**src/rtl/eth_rx_stream_packer.sv**
```systemverilog
// eth_rx_stream_packer
//
// Packs the MAC receive byte stream (little-endian) into 32-bit AXI4-Stream
// words with TKEEP, TLAST and a frame-error flag on TUSER. Packed words go
// through a small first-word-fall-through FIFO so the non-stallable byte
// stream can ride out DMA backpressure. When the FIFO cannot take a word,
// the rest of the frame is discarded. A frame that already emitted words is
// closed with an empty TLAST/TUSER terminator beat. A frame that emitted
// nothing is dropped silently.
//
// Optional feature macro: ETH_RX_DROP_CNT_EN builds the saturating
// overflowed-frame counter on rx_drop_cnt. When the macro is undefined, the
// port is tied to zero.
//
// Ports
//   Aclk, Areset     clock, asynchronous active-high reset
//   rx_byte*         MAC receive byte, valid, last-of-frame and error
//                    (error is qualified by last)
//   TVALID/TREADY    AXI4-Stream handshake
//   TDATA/TKEEP      packed word and byte qualifiers; first byte in [7:0]
//   TLAST/TUSER      end of frame; TUSER=1 on TLAST marks a bad or
//                    truncated frame
//   rx_overflow      one-cycle pulse when a frame starts discarding
//   rx_drop_cnt      number of overflowed frames
module eth_rx_stream_packer #(
  parameter int data_width = 32,
  parameter int FIFO_DEPTH = 8
) (
  input  logic                  Aclk,
  input  logic                  Areset,
  input  logic [7:0]            rx_byte,
  input  logic                  rx_byte_valid,
  input  logic                  rx_byte_last,
  input  logic                  rx_byte_err,
  output logic                  TVALID,
  input  logic                  TREADY,
  output logic [data_width-1:0] TDATA,
  output logic [3:0]            TKEEP,
  output logic                  TLAST,
  output logic                  TUSER,
  output logic                  rx_overflow,
  output logic [15:0]           rx_drop_cnt
);

  localparam int AW = $clog2(FIFO_DEPTH);
  localparam int CW = AW + 1;
  localparam int EW = data_width + 6;  // {user, last, keep[3:0], data}
  localparam logic [AW-1:0] PTR_ONE   = AW'(1);
  localparam logic [CW-1:0] CNT_ONE   = CW'(1);
  localparam logic [CW-1:0] CNT_LIMIT = CW'(FIFO_DEPTH - 1);
  localparam logic [EW-1:0] TERM_WORD = {1'b1, 1'b1, 4'b0000, {data_width{1'b0}}};

  typedef enum logic [1:0] {SYNC, PACK, DISCARD} state_t;

  state_t                state_q;
  logic [1:0]            idx_q;
  logic [data_width-1:0] stage_q;
  logic                  started_q;
  logic                  wr_vld_q;
  logic [EW-1:0]         wr_word_q;
  logic                  ovf_q;

  logic [AW-1:0]         wr_ptr_q, rd_ptr_q;
  logic [CW-1:0]         count_q, count_d;
  logic [EW-1:0]         mem [FIFO_DEPTH];

  logic [data_width-1:0] word_now;
  logic [3:0]            keep_now;
  logic                  due;
  logic                  room;
  logic [CW-1:0]         occ;
  logic                  push, pop;
  logic [EW-1:0]         head;

  // Staging word plus the incoming byte at its lane. Unused lanes stay zero
  // because the staging word is cleared whenever a word is due.
  always_comb begin
    word_now = stage_q | (data_width'(rx_byte) << {idx_q, 3'b000});
    case (idx_q)
      2'd0:    keep_now = 4'b0001;
      2'd1:    keep_now = 4'b0011;
      2'd2:    keep_now = 4'b0111;
      default: keep_now = 4'b1111;
    endcase
  end

  assign due = rx_byte_valid && ((idx_q == 2'd3) || rx_byte_last);

  // The word in the write register lands at the next edge, so it is counted
  // as occupied. Otherwise back-to-back due words could consume the slot
  // reserved for the terminator.
  assign occ  = count_q + (wr_vld_q ? CNT_ONE : '0);
  assign room = occ < CNT_LIMIT;

  // Packer FSM. Due words are registered here and written to the FIFO one
  // edge later.
  always_ff @(posedge Aclk or posedge Areset) begin
    if (Areset) begin
      state_q   <= SYNC;
      idx_q     <= 2'd0;
      stage_q   <= '0;
      started_q <= 1'b0;
      wr_vld_q  <= 1'b0;
      wr_word_q <= '0;
      ovf_q     <= 1'b0;
    end else begin
      wr_vld_q <= 1'b0;
      ovf_q    <= 1'b0;
      unique case (state_q)
        SYNC: begin
          // Joining mid-frame would emit a truncated frame; wait for a boundary.
          if (rx_byte_valid && rx_byte_last) state_q <= PACK;
        end
        PACK: begin
          if (rx_byte_valid) begin
            if (!due) begin
              idx_q   <= idx_q + 2'd1;
              stage_q <= word_now;
            end else begin
              idx_q   <= 2'd0;
              stage_q <= '0;
              if (room) begin
                wr_vld_q  <= 1'b1;
                wr_word_q <= {rx_byte_last & rx_byte_err, rx_byte_last, keep_now, word_now};
                started_q <= !rx_byte_last;
              end else begin
                ovf_q <= 1'b1;
                if (rx_byte_last) begin
                  // Overflow on the final byte: close the frame right away.
                  if (started_q) begin
                    wr_vld_q  <= 1'b1;
                    wr_word_q <= TERM_WORD;
                  end
                  started_q <= 1'b0;
                  state_q   <= PACK;
                end else begin
                  state_q <= DISCARD;
                end
              end
            end
          end
        end
        DISCARD: begin
          if (rx_byte_valid && rx_byte_last) begin
            // The reserved FIFO slot guarantees this write fits.
            if (started_q) begin
              wr_vld_q  <= 1'b1;
              wr_word_q <= TERM_WORD;
            end
            started_q <= 1'b0;
            state_q   <= PACK;
          end
        end
        default: state_q <= SYNC;
      endcase
    end
  end

  assign rx_overflow = ovf_q;

`ifdef ETH_RX_DROP_CNT_EN
  logic [15:0] drop_cnt_q;
  logic        enter_discard;

  assign enter_discard = (state_q == PACK) && due && !room;

  always_ff @(posedge Aclk or posedge Areset) begin
    if (Areset) begin
      drop_cnt_q <= 16'd0;
    end else if (enter_discard && (drop_cnt_q != 16'hFFFF)) begin
      drop_cnt_q <= drop_cnt_q + 16'd1;
    end
  end

  assign rx_drop_cnt = drop_cnt_q;
`else
  assign rx_drop_cnt = 16'd0;
`endif

  // FWFT word FIFO
  assign push = wr_vld_q;
  assign pop  = TVALID && TREADY;

  always_comb begin
    count_d = count_q;
    case ({push, pop})
      2'b10:   count_d = count_q + CNT_ONE;
      2'b01:   count_d = count_q - CNT_ONE;
      default: count_d = count_q;
    endcase
  end

  always_ff @(posedge Aclk or posedge Areset) begin
    if (Areset) begin
      wr_ptr_q <= '0;
      rd_ptr_q <= '0;
      count_q  <= '0;
    end else begin
      if (push) wr_ptr_q <= wr_ptr_q + PTR_ONE;
      if (pop)  rd_ptr_q <= rd_ptr_q + PTR_ONE;
      count_q <= count_d;
    end
  end

  always_ff @(posedge Aclk) begin
    if (push) mem[wr_ptr_q] <= wr_word_q;
  end

  // Outputs are masked while empty, so they show zeros out of reset and
  // never expose stale storage.
  assign head   = mem[rd_ptr_q];
  assign TVALID = (count_q != '0);
  assign TDATA  = TVALID ? head[data_width-1:0]           : '0;
  assign TKEEP  = TVALID ? head[data_width+3:data_width]  : 4'b0000;
  assign TLAST  = TVALID ? head[data_width+4]             : 1'b0;
  assign TUSER  = TVALID ? head[data_width+5]             : 1'b0;

endmodule

```
**config.mk**
```make
export PLATFORM = sky130hd
export DESIGN_NAME = eth_rx_stream_packer
export DESIGN_NICKNAME = d
export VERILOG_FILES = /design/src/rtl/eth_rx_stream_packer.sv
export SDC_FILE = /design/constraint.sdc
export NUM_CORES = 1
export LEC_CHECK = 0
export ABC_AREA = 1
export CORE_MARGIN = 10
export CORE_UTILIZATION = 57
export CTS_CLUSTER_SIZE = 20
export DETAILED_ROUTE_END_ITERATION = 6
export PLACE_DENSITY = 0.8
export SKIP_CTS_REPAIR_TIMING = 1
export SYNTH_ARGS = -nofsm -noshare
export SYNTH_HDL_FRONTEND = slang
export SYNTH_SLANG_ARGS = --single-unit
```
**constraint.sdc**
```tcl
create_clock -name Aclk -period 6.9 [get_ports Aclk]
set_clock_uncertainty 0.05 [all_clocks]
set_input_delay 0.69 -clock Aclk [delete_from_list [all_inputs] [get_ports Aclk]]
set_output_delay 0.69 -clock Aclk [all_outputs]
set_load 0.01 [all_outputs]
```
# Word level (Yosys, flattened, before mapping)
# Memories as Yosys holds them, arrays and structs flattened.
# Cells that the tools add are included.
# classes
n_addsub	6
n_lt_le_gt_ge	1
n_eq_ne	13
shift	1
muxes	41
bitwise	2
reduce_logical	14
# ops
op	count
2-to-1 mux 38 bit	6
case mux 38 bit (2 select lines)	1
2-to-1 mux 32 bit	2
OR 32 bit	1
<< shifter 8 x 5 -> 32 bit	1
2-to-1 mux 1 bit	20
2-to-1 mux 2 bit	6
case mux 4 bit (3 select lines)	1
equality test 2 bit, second input constant	4
!= test 2 bit, second input constant	4
case mux 4 bit (2 select lines)	1
adder 3 x 1 -> 3 bit, second input constant	2
equality test 2 x 1 -> 1 bit, second input constant	3
AND reduction 5 bit	1
adder 4 x 1 -> 4 bit	1
adder 4 x 1 -> 4 bit, second input constant	1
zero test 2 bit	2
less-than comparator 4 x 3 -> 1 bit, second input constant	1
2-to-1 mux 4 bit	1
case mux 1 bit (2 select lines)	2
case mux 2 bit (2 select lines)	1
AND reduction 4 bit	1
nonzero test 2 bit	2
nonzero test 4 bit	1
other kinds (10)	12
# word_totals
reg_bits	87
ram_bits	304
inputBits	14
output_inout_bits	56
mem_count	1
# memory_table
name	depth	width	read_ports	rd_ports_with_merged_regs	wr	line_no	source
mem	8	38	1	0	1	65	logic [EW-1:0] mem [FIFO_DEPTH];

# Longest topological paths before layout
# depth
depth_word	7
mapped_depth	12

# Worst setup path after synthesis
# No wires, ideal clock.
# synth_path
kind	reg-to-reg
startpoint	reg wr_vld_q, in the netlist push
endpoint	mem mem[0][0] in the netlist's numbering, enable pin
arrival_ns	2.389
required_time_ns	6.417
setup_slack_ns	4.028
stages_incl_launch_ff	4
path_buffers	0
path_cell_list	dfrtp_1 > inv_1 > or2_2 > nor2_1
# synth_via
elab_chain_len	2
# synth_rtl
item	line_no	source
from (decl)	59	logic wr_vld_q;
from (signal assigned)	103	wr_vld_q <= 1'b0;
from (signal assigned)	107	wr_vld_q <= 1'b0;
from (signal assigned)	123	wr_vld_q <= 1'b1;
2-to-1 mux 1 bit	206	if (push) mem[wr_ptr_q] <= wr_word_q;
2-to-1 mux 1 bit (not written as such)	206	
to (decl)	65	
# No other way between the ends.

# Worst setup path after layout
# layout_path
startpoint	reg rd_ptr_q[0]
endpoint	out TDATA[9]
# layout_via
elab_chain_len	2
# layout_rtl
item	line_no	source
from (decl)	63	logic [AW-1:0] wr_ptr_q, rd_ptr_q;
from (signal assigned)	200	if (pop) rd_ptr_q <= rd_ptr_q + PTR_ONE;
memory read (8 x 38 bit)	n/a	
2-to-1 mux 32 bit	213	assign TDATA = TVALID ? head[data_width-1:0] : '0;
to (decl)	37	output logic [data_width-1:0] TDATA,
# No other way between the ends.

==> metrics.md <==
| Metric | Value |
|---|---|
| EDFF count, synth | `304` |
| Final period utilization | `between 60 and 70%` |
| Rel. slew slack | `21.5%` |
| Clock latency on the worst-skew pair | `~0.52 ns` |
| Core area | `28800 um^2` |
| Dpl cell area | `around 17000 um^2` |
| Flops & latches, synth | `just under 400` |
| Global-route wire length before repair | `60300 um` |
| Total CTS buffers | `39` |
| YS warnings | `0` |
| Final wirelength | `around 38000 um` |
| Die Wd | `~190 um` |
| Leak Pwr | `slightly above 7 nW` |
| Cell internal pwr | `0.00551 W` |
| Hold crit path type | `flop to flop` |
| Avg WL per Cell | `roughly 19 um` |
| Critical path data arrival time | `4.03 ns` |
| Initial antenna violation count | `0` |
| Crit. End Element | `output pin` |
| Pin count of the biggest net entering global routing | `between 100 and 150` |
| Multi-input gate area | `between 4000 and 5000 um^2` |
| Worst Max-Slew Pin Slew | `between 1 and 1.5 ns` |
| Final setup viols | `0` |
| Post-synthesis cell type count | `32` |
| Sequential Area | `around 11000 um^2` |
| Non-Filler Instances | `around 2000` |
| Area delta synth->final | `12.5%` |
| Sink Count | `391` |
| IO buf count | `53` |
| Overall Global Routing Usage | `20.6%` |
| Comb power frac | `roughly 36%` |
| Dpl hpwl | `between 20000 and 25000 um` |
| Vert. Die Dim | `between 150 and 200 um` |
| Worst reg2reg startpoint | `state_q[1]` |
| Max-Cap Viols | `0` |
| Post-synth top area share | `54.9%` |
| Fin util | `65.0%` |
| R2R setup slack | `3.69 ns` |
| Pre-CTS setup slack | `approximately 2.8 ns` |
| CTS root buf | `clkbuf_16` |
| Worst-path clk slew | `0.06 ns` |
| Top post-synthesis cells by count | `304 x edfxtp_1, 286 x nand2_1, 280 x nor2_1` |
| Die footprint | `36400 um^2` |
| Critical path class | `flop to output pin` |
| Final net count | `between 1500 and 2000` |
| CTS tree | `yes` |
| Prevailing post-synth register cell | `edfxtp_1` |
| # fillers | `a little over 2000` |
| Vias in the first global route | `between 10000 and 15000` |
| Tmin final | `4.77 ns` |
| Critical Path Fanout Max | `83` |
| Sequential power share | `about two fifths` |
| RSZ-0062 raised after global routing | `false` |
| NetSw | `0.00325 W` |
| GPL Wtd Cong | `0.863` |
| Top Ports | `70` |
| Synthesized netlist cell count | `~1500` |
| Syn avg cell area | `about 11 um^2` |
| CP startpoint kind | `flop` |
| Initial DRC Count | `approximately 1300` |
| Hold depth | `2` |
| Pre-antenna DRT Iters | `6` |
| Worst hold start | `stage_q[9]` |
| Sequential share of the synthesized area | `roughly 68%` |
| Clk buf depth | `3` |
| Layout cells sized above 1 | `between 6 and 7%` |
| Met2 WL | `18600 um` |
| H-tree levels | `2` |
| Net Sw Frac | `about 37%` |
| Starting Density | `~58%` |
| Grt ovf | `0` |
| Area of the mapped netlist | `16600 um^2` |
| Hold EP | `stage_q[9]` |
| Count leader, synth | `edfxtp_1` |
| R2r worst-path depth | `6` |
| Synth top area cells | `edfxtp_1 55%, dfrtp_1 13%, nand2_1 6.5%, nor2_1 6.3%, o21ai_0 5.3%` |
| Largest area contributor in the netlist | `edfxtp_1` |
| Final Hold Fails | `0` |
| Max Used Layer | `met4` |
| Routed wl met3 | `around 2900 um` |
| Wl on met1 | `about 15000 um` |
| Fmax | `approximately 0.21 GHz` |
| Outcome | `finished, final reports clean` |
| Placed insts | `roughly 1900` |
| Share of flip-flops with an asynchronous set or reset | `between 20 and 25%` |
| Reg-to-Reg End | `stage_q[14]` |
| Std-Cell Rows | `62` |
| Critical path required time | `around 6 ns` |
| Diodes inserted | `0` |
| Setup WS post-layout | `between 2 and 2.5 ns` |
| Vias/cell | `between 5 and 6` |
| PwrDens | `469 nW/um^2` |
| Clock power frac | `25.1%` |
| Final ANT Viol Nets | `0` |
| DRC | `0` |
| Worst vdd ir | `around 0.35 mV` |
| Final instance area | `18700 um^2` |
| Setup TNS | `0 ns` |
| Via count | `about 11000` |
| Fin. max-slew vios | `0` |
worst max path at each step:
stage / start / to / slack (ns) / depth (start not counted)
3_3_place_gp: rd_ptr_q[0] / TUSER / 2.84 / 7
3_5_place_dp: rd_ptr_q[0] / TUSER / 2.76 / 7
6_report: rd_ptr_q[0] / TDATA[9] / 2.13 / 7
2_1_floorplan: Areset / count_q[0] / 3.91 / 1
4_1_cts: rd_ptr_q[0] / TUSER / 2.20 / 7
5_1_grt: rd_ptr_q[0] / TDATA[4] / 1.90 / 7
stage by stage:
stage	total power, W	hold WS [ns]
finish	0.00876	0.442
global route	0.00931	0.488
CTS	0.00878	0.445
detailed placement	0.00658	0.432
floorplan	0.00542	0.404
global placement	0.00644	0.418
state kept, by name, indices dropped and copies added (netlist names):
name         cells
wr_ptr_q         3
rd_ptr_q         3
state_q          2
rx_overflow      1
push             1
started_q        1
wr_word_q       38
count_q          4
mem            304
stage_q         32
idx_q            2
layout make-up:
| cell class | instances | area share (%) |
|---|---|---|
| Clock buffer | 59 | 6.38 |
| Clock inverter | 12 | 0.863 |
| Inverter | 91 | 1.85 |
| Multi-Input combinational cell | 967 | 24.3 |
| Sequential cell | 391 | 60.5 |
| Tap cell | 384 | 2.57 |
| Timing Repair Buffer | 71 | 3.56 |
logic make-up (layout without fill, tap and decap cells):
family                     after synthesis  in the layout  share of synthesized area [%]
adders and majority gates               16             16                           1.25
xor gates and xnor gates                 5              5                          0.263
DFF                                    391            391                           68.0
other                                    1             16                         0.0226
buffers and inverters                  199            233                           5.36
and+or+nand+nor                        626            626                           14.7
AOI/OAI and AO/OA                      304            304                           10.4
per-layer routing:
metal,track usage (%),vias to the layer above
li1,-,5291
met5,0,-
met4,6.78,0
met2,34.3,472
met3,3.69,77
met1,26.7,5597
power groups by stage:
stage / registers, W / clock network [W] / logic, W
floorplan: 0.00326 / 0 / 0.00216
global placement: 0.00343 / 0 / 0.00301
detailed placement: 0.00346 / 0 / 0.00312
CTS: 0.00342 / 0.00222 / 0.00315
global route: 0.00348 / 0.00231 / 0.00353
finish: 0.00343 / 0.00220 / 0.00314
worst max-delay path, stage by stage (launching register included):
cell	delay, ns
dfrtp_4	0.72
inv_4	0.65
buf_4	0.79
o21ai_0	0.21
o22ai_1	0.18
nor2_1	0.06
nor2_1	0.21
clkdlybuf4s50_1	0.57
placed cells by master, fill, tap and decap left out, types with 2 or more instances in the layout:
cell             synthesis  final
edfxtp_1               304    304
nand2_1                286    286
nor2_1                 280    272
o21ai_0                177    177
inv_1                   88     87
dfrtp_1                 87     84
nand3_1                 53     53
clkdlybuf4s50_1          0     53
o22ai_1                 51     51
o211ai_1                42     42
clkbuf_16                0     41
buf_4                   19     18
conb_1                   1     16
ha_1                    15     15
o21ai_1                 12     12
clkbuf_8                 0     10
nor2_4                   1      9
a22oi_1                  8      8
a31oi_1                  8      8
clkbuf_1                49      8
clkinv_2                 0      6
bufinv_16                0      4
nand4_1                  3      3
a21oi_1                  3      3
xor2_1                   3      3
clkinv_1                 1      3
or2_2                    2      2
xnor2_1                  2      2
dfrtp_2                  0      2
Note: power is estimated with default switching activity, not from simulation.
